--- config.mk ---
export PLATFORM = sky130hd
export DESIGN_NAME = serial_addsub_ctrl
export DESIGN_NICKNAME = d
export VERILOG_FILES = /design/src/rtl/serial_addsub_pkg.sv /design/src/rtl/serial_addsub_ctrl_fa.sv /design/src/rtl/serial_addsub_ctrl.sv
export SDC_FILE = /design/constraint.sdc
export NUM_CORES = 1
export LEC_CHECK = 0
export CAP_MARGIN = 20
export CORE_MARGIN = 10
export CORE_UTILIZATION = 50
export CTS_CLUSTER_DIAMETER = 50
export DETAILED_ROUTE_END_ITERATION = 8
export GPL_TIMING_DRIVEN = 0
export PLACE_DENSITY = 0.79
export SETUP_SLACK_MARGIN = 0.2
export SYNTH_ARGS = -nofsm -noshare
export SYNTH_HDL_FRONTEND = slang
export SYNTH_HIERARCHICAL = 1
export SYNTH_SLANG_ARGS = --single-unit
export TNS_END_PERCENT = 5
--- constraint.sdc ---
create_clock -name clk -period 3 [get_ports clk]
set_input_delay 0.6 -clock clk [delete_from_list [all_inputs] [get_ports clk]]
set_output_delay 0.6 -clock clk [all_outputs]
set_load 0.005 [all_outputs]
--- src/rtl/serial_addsub_pkg.sv ---
// Shared types and constants for the bit-serial add/subtract sequencer.
// Holds FSM state encodings and op-select codes.
package serial_addsub_pkg;

  localparam logic [1:0] ST_IDLE = 2'd0;
  localparam logic [1:0] ST_RUN  = 2'd1;
  localparam logic [1:0] ST_DONE = 2'd2;

  localparam logic OP_ADD = 1'b0;
  localparam logic OP_SUB = 1'b1;

  typedef enum logic [1:0] {
    S_IDLE = ST_IDLE,
    S_RUN  = ST_RUN,
    S_DONE = ST_DONE
  } state_e;

endpackage

--- src/rtl/serial_addsub_ctrl_fa.sv ---
// serial_fa_cell: pure combinational 1-bit full adder.
// Ports: a, b, cin in; s (sum), co (carry out) out.
module serial_fa_cell (
  input  logic a,
  input  logic b,
  input  logic cin,
  output logic s,
  output logic co
);

  assign s  = a ^ b ^ cin;
  assign co = (a & b) | (cin & (a ^ b));

endmodule

--- src/rtl/serial_addsub_ctrl.sv ---
// serial_addsub_ctrl: bit-serial A+B / A-B sequencer, LSB first, one
// bit per clock through a single full-adder cell.
// Ports: clk, rst (sync, active-high), start, m (0=add,1=sub), a_in,
//   b_in in; ready, busy, done, result, cout, ovf out.
// Macro ADDSUB_OVF_EN: builds the signed-overflow register; otherwise
//   ovf is tied to 0.
module serial_addsub_ctrl
  import serial_addsub_pkg::*;
#(
  parameter int WIDTH = 8
) (
  input  logic             clk,
  input  logic             rst,
  input  logic             start,
  input  logic             m,
  input  logic [WIDTH-1:0] a_in,
  input  logic [WIDTH-1:0] b_in,
  output logic             ready,
  output logic             busy,
  output logic             done,
  output logic [WIDTH-1:0] result,
  output logic             cout,
  output logic             ovf
);

  localparam int CNTW = (WIDTH > 1) ? $clog2(WIDTH) : 1;

  state_e           state_q, state_d;
  logic [CNTW-1:0]  cnt_q, cnt_d;
  logic             carry_q, carry_d;
  logic             m_q, m_d;
  logic [WIDTH-1:0] a_q, a_d;
  logic [WIDTH-1:0] b_q, b_d;
  logic [WIDTH-1:0] res_q, res_d;
  logic             cout_q, cout_d;

  logic fa_a, fa_b, fa_s, fa_co;
  logic last;

  assign last = (cnt_q == CNTW'(WIDTH - 1));
  assign fa_a = a_q[cnt_q];
  // Subtract is A + ~B + 1: invert B here, the +1 is the initial carry.
  assign fa_b = b_q[cnt_q] ^ (m_q == OP_SUB);

  serial_fa_cell u_fa (
    .a  (fa_a),
    .b  (fa_b),
    .cin(carry_q),
    .s  (fa_s),
    .co (fa_co)
  );

`ifdef ADDSUB_OVF_EN
  logic ovf_q, ovf_d;
`endif

  always_comb begin
    state_d = state_q;
    cnt_d   = cnt_q;
    carry_d = carry_q;
    m_d     = m_q;
    a_d     = a_q;
    b_d     = b_q;
    res_d   = res_q;
    cout_d  = cout_q;
`ifdef ADDSUB_OVF_EN
    ovf_d   = ovf_q;
`endif
    unique case (state_q)
      S_IDLE: begin
        if (start) begin
          a_d     = a_in;
          b_d     = b_in;
          m_d     = m;
          cnt_d   = '0;
          carry_d = (m != OP_ADD);
          res_d   = '0;
`ifdef ADDSUB_OVF_EN
          ovf_d   = 1'b0;
`endif
          state_d = S_RUN;
        end
      end
      S_RUN: begin
        res_d[cnt_q] = fa_s;
        carry_d      = fa_co;
        cnt_d        = cnt_q + CNTW'(1);
        if (last) begin
          cout_d  = fa_co;
`ifdef ADDSUB_OVF_EN
          // carry_q is the carry into the MSB on the last bit.
          ovf_d   = carry_q ^ fa_co;
`endif
          state_d = S_DONE;
        end
      end
      S_DONE: state_d = S_IDLE;
      default: state_d = S_IDLE;
    endcase
  end

  always_ff @(posedge clk) begin
    if (rst) begin
      state_q <= S_IDLE;
      cnt_q   <= '0;
      carry_q <= 1'b0;
      m_q     <= 1'b0;
      a_q     <= '0;
      b_q     <= '0;
      res_q   <= '0;
      cout_q  <= 1'b0;
`ifdef ADDSUB_OVF_EN
      ovf_q   <= 1'b0;
`endif
    end else begin
      state_q <= state_d;
      cnt_q   <= cnt_d;
      carry_q <= carry_d;
      m_q     <= m_d;
      a_q     <= a_d;
      b_q     <= b_d;
      res_q   <= res_d;
      cout_q  <= cout_d;
`ifdef ADDSUB_OVF_EN
      ovf_q   <= ovf_d;
`endif
    end
  end

  assign ready  = (state_q == S_IDLE);
  assign busy   = (state_q == S_RUN) || (state_q == S_DONE);
  assign done   = (state_q == S_DONE);
  assign result = res_q;
  assign cout   = cout_q;
`ifdef ADDSUB_OVF_EN
  assign ovf    = ovf_q;
`else
  assign ovf    = 1'b0;
`endif

endmodule

==> impl_metrics.yaml <==
clock_tree:
  hold_buffers: 0
  cts_tree: "yes"
  cts_resized: 0
  root_buffer: "clkbuf_4"
  cts_buffers: 5
  clkSinkCount: 32
  cts_setup_buffers: 0
  htreeDepth: 2
  clk_latency_ns: 0.35
  clockBufferDepth: 2
  clk_pin_slew_ns: 0.11
floorplan:
  dieHeight_um: 75.4
  die_w_um: 75.4
  row_count: 20
  ioPinCount: 33
  dieArea_um2: 5690
  initial_utilization: 0.512
  core_area_um2: 3000
pwr:
  ir_worst_vdd_uv: 405
  power.density_nw_per_um2: 717
  p_int_mw: 0.926
  p_comb_frac: 0.365
  p_sw_mw: 0.496
  clockPowerShare: 0.267
  leakage_nw: 0.775
  swShare: 0.349
  p_seq_frac: 0.368
worst_hold_path:
  holdPathEnd: "a_q[7]$_SDFFE_PP0P_"
  min_path_type: "reg2reg"
  worstHoldStart: "a_q[7]$_SDFFE_PP0P_"
  hold_depth: 2
sta:
  hold_viol_final: 0
  setup_viol: 0
  slew_violations: 0
  fin_crit_ns: 2.50
  grt_setup_unrepaired: "false"
  setup_tns_ns: 0
  max_clock_freq_mhz: 400
  fin_ws_ns: 0.501
  whs_ns: 0.459
  finalCritPeriodShare: 0.833
  finalClockSkew_ns: 0.00915
synth:
  avgSynthCellArea_um2: 8.13
  synth_edf_count: 0
  synthFlopType: "dfxtp_1"
  synth.top_cells.by_area: "dfxtp_1 42%, a21oi_1 11%, nand2_1 11%"
  yosys-top-cells-count: "43 x nand2_1, 34 x a21oi_1, 32 x dfxtp_1"
  ys_types: 34
  yosysTopAreaCell: "dfxtp_1"
  synth_warnings: 6
  synth_most_common_cell: "nand2_1"
  async_flop_share: 0
  yosysSeqAreaShare: 0.417
  synthesis.area_um2: 1540
  synthDominantCellAreaShare: 0.417
  synth_nets: 217
  postSynthCellCount: 189
  ys_ff_latch: 32
detailed_routing:
  vias: 1410
  wl_per_cell_um: 13.9
  drt_iter0_markers: 87
  ant_nets: 0
  wirelength_um: 3630
  first_pass_iters: 4
  drc_errors: 0
  viasPerCell: 5.40
placed_design:
  gp_congestion: 0.846
  pre_cts_slack_ns: 0.549
  hpwl_um: 2690
  portBuffers: 31
setup_path:
  reg2reg_depth: 8
  critPathRequiredTime_ns: 3.28
  crit_path_max_fanout: 10
  slowest_delay_ns: 0.56
  cp.arrival_ns: 2.78
  reg2reg_slack_ns: 0.50
  critical_path_class: "reg2reg"
  slowest_stage: "fa_1"
  reg2reg_to: "result[3]$_SDFFE_PP0P_"
  critPathCaptureType: "register"
  reg2reg_from: "cnt_q[0]$_SDFFE_PP0P_"
  start_kind: "register"
  worstPathCellList: "buf_2, and2b_1, a221oi_1, o22ai_1, fa_1, and4_1, nand3_1, a21oi_1"
finish:
  nets: 255
  final_layout_size_suffix_gt1_frac: 0.0789
  finish.utilization: 0.660
  syn_to_final_growth_pct: 29.1
  fillCellCount: 272
  antenna_cells: 0
grt:
  grt_pass1_wl_um: 6090
  grt_max_degree: 11
  overflow: 0
  antenna_found_initial: 0
  first_global_vias: 1384
  grt_usage: 0.135
flow_run:
  maxCapViolations: 0
run_status:
  status: "completed"
[how the worst max path moves through the flow]
stage	start	to	cells after the start
4_1_cts	cnt_q[0]$_SDFFE_PP0P_	result[7]$_SDFFE_PP0P_	8
6_report	cnt_q[0]$_SDFFE_PP0P_	result[3]$_SDFFE_PP0P_	8
5_1_grt	cnt_q[0]$_SDFFE_PP0P_	result[7]$_SDFFE_PP0P_	8
2_1_floorplan	cnt_q[2]$_SDFFE_PP0P_	result[7]$_SDFFE_PP0P_	9
3_5_place_dp	cnt_q[0]$_SDFFE_PP0P_	result[7]$_SDFFE_PP0P_	8
3_3_place_gp	cnt_q[2]$_SDFFE_PP0P_	result[7]$_SDFFE_PP0P_	9
[cell usage in the layout, fill, tap and decap left out, types with 2 or more instances in the layout]
master	n
o21ai_1	9
o22ai_1	2
clkdlybuf4s50_1	31
clkbuf_4	5
nor2_1	8
dfxtp_1	32
clkbuf_8	2
and4_1	2
nand2_1	43
mux2_1	3
a221oi_1	2
buf_2	5
a31oi_1	3
ha_1	7
inv_1	4
a21oi_1	34
clkbuf_1	6
mux2i_1	6
nand3_1	5
[sequential cells by signal (all words and copies together), names as in the netlist]
| register | count |
|---|---|
| result | 8 |
| b_q | 8 |
| a_q | 8 |
| carry_q | 1 |
| cnt_q | 3 |
| cout | 1 |
| state_q | 2 |
| m_q | 1 |
[power groups by stage]
stage               combinational, mW  clock, mW  sequential [mW]
floorplan                       0.359          0            0.523
global placement                0.509          0            0.531
detailed placement              0.516          0            0.533
CTS                             0.522      0.380            0.523
global route                    0.592      0.396            0.532
finish                          0.519      0.379            0.522
[worst max-delay path, delay by kind of cell, from the launching register on]
family | cells | cell delay, ns
buffers and inverters | 1 | 0.22
and+or+nand+nor | 3 | 0.62
AOI/OAI and AO/OA | 3 | 0.64
adders and majority gates | 1 | 0.56
DFF | 1 | 0.39
[stage by stage]
stage / instance area, µm² / power (mW) / std cells
after floorplan: 1540 / 0.882 / 189
after global placement: 1890 / 1.04 / 253
after detailed placement: 1890 / 1.05 / 253
after CTS: 1980 / 1.42 / 261
after global routing: 1980 / 1.52 / 261
final: 1980 / 1.42 / 261
[cell families (layout without fill, tap and decap cells)]
kind of cell | count (synthesis) | after routing | synth area share
fa+ha+maj | 8 | 8 | 0.0700
other cells | 1 | 1 | 0.00244
compound gates | 54 | 54 | 0.197
xor+xnor | 1 | 1 | 0.00570
mux | 10 | 10 | 0.0684
flops | 32 | 32 | 0.417
buf+inv | 18 | 57 | 0.0554
simple gates | 65 | 65 | 0.184
[cell type report]
| cell class | instances | area (µm²) | area share |
|---|---|---|---|
| clock inverters | 1 | 30.0 | 0.0151 |
| multi-input cells | 139 | 811 | 0.409 |
| well taps | 33 | 41.3 | 0.0208 |
| flip-flops and latches | 32 | 641 | 0.323 |
| plain buffers | 13 | 66.3 | 0.0334 |
| repair buffers | 31 | 310 | 0.156 |
| clock buffers | 7 | 65.1 | 0.0328 |
| inverters | 5 | 18.8 | 0.00946 |
[layer usage]
metal	vias up	track usage	routed length, µm
met5	-	0	0
met4	0	0.0495	46
met3	5	0.0508	264
met2	44	0.214	1610
met1	637	0.163	1710
li1	724	-	-
Note: power is estimated with default switching activity, not from simulation.
